## src/rtl/compare_search8.sv

```systemverilog
// Binary-search controller driving comparator B: converges on the unknown A value
// from one-hot comparator results, reporting the match, probe count and consistency errors.
module compare_search8 #(
  parameter int unsigned CMP_LAT = 1
) (
  input  logic       Clk,
  input  logic       nReset,
  input  logic       Start,
  input  logic [2:0] R,
  output logic [7:0] Guess,
  output logic       Busy,
  output logic       Done,
  output logic       Err,
  output logic [7:0] Found,
  output logic [3:0] Probes
);

  localparam logic [2:0] S_IDLE   = 3'd0;
  localparam logic [2:0] S_SETTLE = 3'd1;
  localparam logic [2:0] S_SAMPLE = 3'd2;
  localparam logic [2:0] S_DONE   = 3'd3;
  localparam logic [2:0] S_ERROR  = 3'd4;

  localparam logic [3:0] LAT = CMP_LAT[3:0];
  // A combinational comparator skips SETTLE entirely: one edge per probe.
  localparam logic [2:0] PROBE_ENTRY = (CMP_LAT == 0) ? S_SAMPLE : S_SETTLE;

  logic [2:0] state;
  logic [3:0] cnt;
  logic [7:0] lo, hi;

  logic [7:0] lo_up, hi_dn, mid_up, mid_dn;
  logic [8:0] sum_up, sum_dn;
  logic       up_bad, dn_bad;
  logic [3:0] probes_inc;

  always_comb begin
    lo_up      = Guess + 8'd1;
    hi_dn      = Guess - 8'd1;
    sum_up     = {1'b0, lo_up} + {1'b0, hi};
    sum_dn     = {1'b0, lo} + {1'b0, hi_dn};
    mid_up     = sum_up[8:1];
    mid_dn     = sum_dn[8:1];
    // Exhaustion is caught before lo/hi can wrap past the 8-bit range.
    up_bad     = (Guess == 8'hFF) || (lo_up > hi);
    dn_bad     = (Guess == 8'h00) || (lo > hi_dn);
    probes_inc = (Probes == 4'hF) ? Probes : Probes + 4'd1;
  end

  always_ff @(posedge Clk or negedge nReset) begin
    if (!nReset) begin
      state  <= S_IDLE;
      cnt    <= '0;
      lo     <= '0;
      hi     <= '1;
      Guess  <= '0;
      Busy   <= 1'b0;
      Done   <= 1'b0;
      Err    <= 1'b0;
      Found  <= '0;
      Probes <= '0;
    end else begin
      case (state)
        S_IDLE, S_DONE, S_ERROR: begin
          if (Start) begin
            lo     <= '0;
            hi     <= '1;
            Guess  <= 8'd127;
            Probes <= '0;
            Done   <= 1'b0;
            Err    <= 1'b0;
            Busy   <= 1'b1;
            cnt    <= LAT;
            state  <= PROBE_ENTRY;
          end
        end
        S_SETTLE: begin
          if (cnt <= 4'd1) begin
            cnt   <= '0;
            state <= S_SAMPLE;
          end else begin
            cnt <= cnt - 4'd1;
          end
        end
        S_SAMPLE: begin
          Probes <= probes_inc;
          case (R)
            3'b010: begin
              Found <= Guess;
              Done  <= 1'b1;
              Busy  <= 1'b0;
              state <= S_DONE;
            end
            3'b100: begin
              if (up_bad) begin
                Err   <= 1'b1;
                Busy  <= 1'b0;
                state <= S_ERROR;
              end else begin
                lo    <= lo_up;
                Guess <= mid_up;
                cnt   <= LAT;
                state <= PROBE_ENTRY;
              end
            end
            3'b001: begin
              if (dn_bad) begin
                Err   <= 1'b1;
                Busy  <= 1'b0;
                state <= S_ERROR;
              end else begin
                hi    <= hi_dn;
                Guess <= mid_dn;
                cnt   <= LAT;
                state <= PROBE_ENTRY;
              end
            end
            default: begin
              Err   <= 1'b1;
              Busy  <= 1'b0;
              state <= S_ERROR;
            end
          endcase
        end
        default: state <= S_IDLE;
      endcase
    end
  end

endmodule

```

## config.mk

```make
export PLATFORM = sky130hd
export DESIGN_NAME = compare_search8
export DESIGN_NICKNAME = d
export VERILOG_FILES = /design/src/rtl/compare_search8.sv
export SDC_FILE = /design/constraint.sdc
export NUM_CORES = 1
export LEC_CHECK = 0
export CAP_MARGIN = 0
export CORE_MARGIN = 1
export CORE_UTILIZATION = 45
export CTS_CLUSTER_DIAMETER = 80
export DETAILED_ROUTE_END_ITERATION = 6
export HOLD_SLACK_MARGIN = 0.1
export SLEW_MARGIN = 20
export SYNTH_ARGS = -nofsm -noshare
export SYNTH_HDL_FRONTEND = slang
export SYNTH_SLANG_ARGS = --single-unit
```

## constraint.sdc

```tcl
create_clock -name Clk -period 4.98 [get_ports Clk]
set_input_delay 0.498 -clock Clk [delete_from_list [all_inputs] [get_ports Clk]]
set_output_delay 0.498 -clock Clk [all_outputs]
set_load 0.01 [all_outputs]
```

; Yosys cells after proc, flatten, opt, wreduce, memory -nomap -nowiden
; Index checks and enable logic that the tools add are counted.
[word_totals]
regBits = 46
inputBits = 6
output_inout_bits = 23
[op_classes]
add_sub_neg = 6
order_cmp = 3
eq_ne = 23
muxes = 40
reduce_logical = 17
[ops]
columns = cell, n
row1 = $mux 8, 9
row2 = $pmux 8 s2, 4
row3 = $mux 4, 6
row4 = $add 8x8->9, 2
row5 = $pmux 3 s3, 2
row6 = $gt 8x8->1, 2
row7 = $pmux 4 s2, 2
row8 = $reduce_and 5->1, 3
row9 = $ne 2x2->1 const B, 7
row10 = $mux 3, 4
row11 = $ne 3x3->1 const B, 4
row12 = $pmux 4 s3, 1
row13 = $reduce_and 4->1, 3
row14 = $eq 3x2->1 const B, 3
row15 = $add 8x1->8 const B, 1
row16 = $eq 8x8->1 const B, 1
row17 = $logic_not 8->1, 1
row18 = $pmux 1 s2, 4
row19 = $sub 8x1->8 const B, 1
row20 = $mux 1, 7
row21 = $eq 3x1->1 const B, 2
row22 = $eq 3x3->1 const B, 2
row23 = $reduce_and 3->1, 2
row24 = $add 4x1->4 const B, 1
row25 = other kinds (12), 15

; Logic depth before layout (Yosys ltp)
[logic_depth]
ltp_word = 6
depth_mapped = 14

; Least setup slack after synthesis
; No wires, ideal clock.
[synth_timing]
path_kind = reg2reg
start = reg Guess[2]
end = reg Guess[0]
setup_ns = 0.079
arrival_time_ns = 3.194
t_required_ns = 4.901
path_slack_ns = 1.707
stages_incl_launch_ff = 15
path_buffers = 2
period_less_slack_ns = 3.273
path_cell_list = dfrtp_1 -> buf_4 -> or3_4 -> nor3_1 -> xnor2_1 -> inv_1 -> ha_1 -> inv_1 -> a21o_1 -> a32oi_1 -> maj3_1 -> a311oi_4 -> nand2b_1 -> buf_6 -> mux2i_1
[synth_via]
elab_chain_len = 5
[synth_lines]
columns = element, line_no
row1 = from (decl), 10  ; output logic [7:0] Guess,
row2 = from (signal assigned), 101  ; Guess <= mid_up;
row3 = from (signal assigned), 113  ; Guess <= mid_dn;
row4 = $sub 8x1->8 / $add 8x1->8 (equally long branches), "39, 38"
row5 = $gt 8x8->1 (on tied branches), "46, 45"
row6 = $logic_or 1x1->1 (on tied branches), "46, 45"
row7 = $ne 3x3->1 (no source line), --
row8 = $reduce_and 5->1 (no source line) *, --
; Every way passes the cells marked *; elsewhere a longest branch is shown, timed or not.
; A chain may end at the register's enable or synchronous reset.

; Final worst setup path
[layout_timing]
start = reg Guess[0]
end = reg Guess[6]
[layout_via]
elab_chain_len = 5
[layout_lines]
columns = element, line_no
row1 = $sub 8x1->8 / $add 8x1->8 (equally long branches), "39, 38"
row2 = "$add 8x8->9, or another cell as far along", 41  ; sum_dn = {1'b0, lo} + {1'b0, hi_dn};
row3 = "$mux 8, or another cell as far along", 107  ; if (dn_bad) begin
row4 = $pmux 8 s2 / $ne 3x3->1 (equally long branches), --
row5 = $pmux 8 s2 / $reduce_and 5->1 (equally long branches), --
; Several ways; a longest one is shown, not always the timed one. The select of a mux whose other input is x is not followed.

==> impl_metrics.toml <==
[sta]
rsz0062_at_grt = "false"
final.setup.tns_ns = 0
drv_slew = 0
fin_skew_ns = 0.0131
setup_viol = 0
finalHoldViolCount = 0
worst_pin_slew_ns = 1.00
min_period_ns = 3.88
fin_crit_sh = 0.779
fmaxAchievable_ghz = 0.258
relSlewSlack = 0.330

[logic_synthesis]
synthMuxAreaShare = 0.0758
synth_edf_count = 0
synth_largest_area_cell = "dfrtp_1"
ys_types = 60
ys.flop_type = "dfrtp_1"
synthTopCellsByArea = "dfrtp_1 27%, ha_1 12%, dfstp_2 5.9%, nand2_1 4.6%, mux2_2 4.1%"
syn-cell-area_um2 = 3530
synthAdderAreaFrac = 0.141
synth-simple-area-share = 0.181
synth_seq_cells = 46
syn_inst = 387
yosysSeqAreaShare = 0.328
syn_area_per_cell_um2 = 9.13
syn_nets = 430
synth_compound_area_frac = 0.153
ys_async_sr_fraction = 1.00
synthesis.yosys.warnings = 0
synth_top_family_by_area = "simple AND/OR/NAND/NOR gates"
synth.top_cell.area_share = 0.269
synth-xor-area-share = 0.0687

[power]
cellPowerDensity_nw_per_um2 = 670
p_comb_frac = 0.654
pwr-share-clk = 0.108
internal_power_w = 0.00143
p_sw_w = 0.00125
sw_frac_of_total = 0.466
power.leakage_nw = 1.82
total_power_w = 0.00267
ir_worst_vdd_mv = 0.347
seqPwrFrac = 0.238

[global_route]
grt_pass1_vias = 2856
grt_pass1_wl_um = 14800
antenna_found_initial = 0
grt_usage = 0.232
gr-total-overflow = 0
grt_max_degree = 47

[final_layout]
nNetsFinal = 453
diodes = 0
syn_to_final_growth_pct = 12.8
utilization = 0.538
drive_gt1_frac = 0.107
fillers = 715

[worst_setup_path]
cp.required_ns = 5.17
crit_type = "reg -> reg"
worst-path-max-fanout = 10
end_kind = "register"
crit_arrival_ns = 4.07
cp-start-kind = "register"

[status]
outcome = "complete, no violations"

[drt]
routed-wl-met2_um = 4080
via_per_inst = 5.41
dr.first_iter.drc_count = 184
final_antenna_net_count = 0
drt-met1-wl_um = 4420
drc_errors = 0
wl_per_cell_um = 17.5
first_pass_iters = 4
wl_um = 8900
vias = 2757
maxUsedRoutingLayer = "met4"
wl_met3_um = 243

[clocking]
cts-root-buf = "clkbuf_8"
path_clk_slew_ns = 0.10
cts_buffers = 5
postCtsHoldBufs = 0
clock_path_buffers = 2
clock_sinks = 46
cts_tree = "built"
htreeDepth = 2
cts_setup_buffers = 0
cts_resized = 0
worstSkewPairLatency_ns = 0.31

[floorplanning]
row_count = 31
fp.dieW_um = 90.6
ios = 29
core_um2 = 7410
die-area_um2 = 8210
fp.dieH_um = 90.6
start_util = 0.477

[min_path]
holdCritPathClass = "in -> async"

[placement]
port_buffers = 28
gp_congestion = 0.881
hpwlAfterDp_um = 6680

[run]
cap_violations = 0
power by group through the flow:
stage          logic (W)  clock network, W  registers, W
2_1_floorplan    0.00127                 0      0.000596
4_1_cts          0.00175          0.000293      0.000635
3_5_place_dp     0.00173                 0      0.000640
5_1_grt          0.00195          0.000304      0.000656
3_3_place_gp     0.00173                 0      0.000638
6_report         0.00175          0.000288      0.000636
area by class of cell:
| class | instances | area [um2] | area share |
|---|---|---|---|
| clock buffers | 6 | 72.6 | 0.0182 |
| clock inverters | 2 | 37.5 | 0.00941 |
| well taps | 99 | 124 | 0.0311 |
| repair buffers | 31 | 298 | 0.0747 |
| flip-flops and latches | 46 | 1160 | 0.291 |
| inverters | 28 | 105 | 0.0263 |
| multi-input cells | 298 | 2190 | 0.549 |
sequential cells by signal, summed over array words and instances, names as in the netlist:
signal,count
Err,1
Found,8
cnt,4
Busy,1
hi,8
Done,1
lo,8
Probes,4
Guess,8
state,3
Yosys cell counts (all sizes together) (2+ instances only):
cell,instances
nand2b,7
maj3,2
a22oi,2
o2bb2ai,2
dfstp,8
nor3b,2
buf,7
nor2b,5
dfrtp,38
o21ai,24
o31a,2
nor4,2
o211ai,2
a21o,7
xor2,10
nand3,11
clkbuf,8
a211o,2
xnor2,15
o21bai,3
nor2,37
mux2i,11
o2111ai,2
ha,35
nand2,43
a311oi,2
o21a,2
fa,2
a21oi,15
nor3,8
mux2,14
inv,28
o31ai,3
and3,2
nand3b,2
a31oi,3
or3,6
worst paths after layout:
check,startpoint,end,slack [ns],cells past startpoint
worst max-delay path,Guess[0]$_DFFE_PN0P_,Guess[6]$_DFFE_PN0P_,1.10,12
worst min-delay path,nReset,Probes[0]$_DFFE_PN0P_,0.26,2
worst max register to register,Guess[0]$_DFFE_PN0P_,Guess[6]$_DFFE_PN0P_,1.10,12
worst min register to register,Found[1]$_DFFE_PN0P_,Found[1]$_DFFE_PN0P_,0.50,2
max in group asynchronous,nReset,lo[5]$_DFFE_PN0P_,4.29,2
min in group Clk,Found[1]$_DFFE_PN0P_,Found[1]$_DFFE_PN0P_,0.50,2
cell usage in the layout, fill, tap and decap left out, types with 8 or more instances in the layout:
cell,count
nand2_1,43
xor2_1,10
dfstp_2,8
ha_1,35
nor3_1,8
mux2_2,13
inv_1,28
dfrtp_1,38
a21oi_1,15
mux2i_1,11
clkdlybuf4s50_1,27
nand3_1,11
xnor2_1,15
nor2_1,36
o21ai_0,23
cell families (layout without fill, tap and decap cells):
group                      count (synthesis)  count (layout)
buffers and inverters                     43              67
AOI/OAI and AO/OA                         77              77
muxes                                     25              25
and+or+nand+nor                          131             131
DFF                                       46              46
xor gates and xnor gates                  26              26
adders and majority gates                 39              39
routing by layer:
layer / up-vias / global-route usage
li1: 1374 / -
met1: 1322 / 0.321
met2: 44 / 0.379
met3: 17 / 0.0303
met4: 0 / 0.0605
met5: - / 0
stage by stage:
step / std cells / worst slack (ns) / area (um2) / hold slack [ns]
after floorplan: 387 / 1.71 / 3530 / 0.202
after global placement: 502 / 1.34 / 3880 / 0.487
after detailed placement: 502 / 1.22 / 3880 / 0.493
after CTS: 510 / 1.17 / 3990 / 0.295
after global routing: 510 / 0.749 / 3990 / 0.321
final: 510 / 1.10 / 3990 / 0.265
critical path, stage by stage (launching register included):
cell and delay, ns:
dfrtp_1 0.55, inv_1 0.24, nor3_1 0.33, and3_1 0.22, xor2_1 0.28, ha_1 0.24, nand3_1 0.14, nor4_1 0.28
o2111ai_1 0.21, nor2_1 0.33, a311oi_4 0.11, nand2b_1 0.40, o31a_1 0.42
Power figures use the tool's default switching activity.
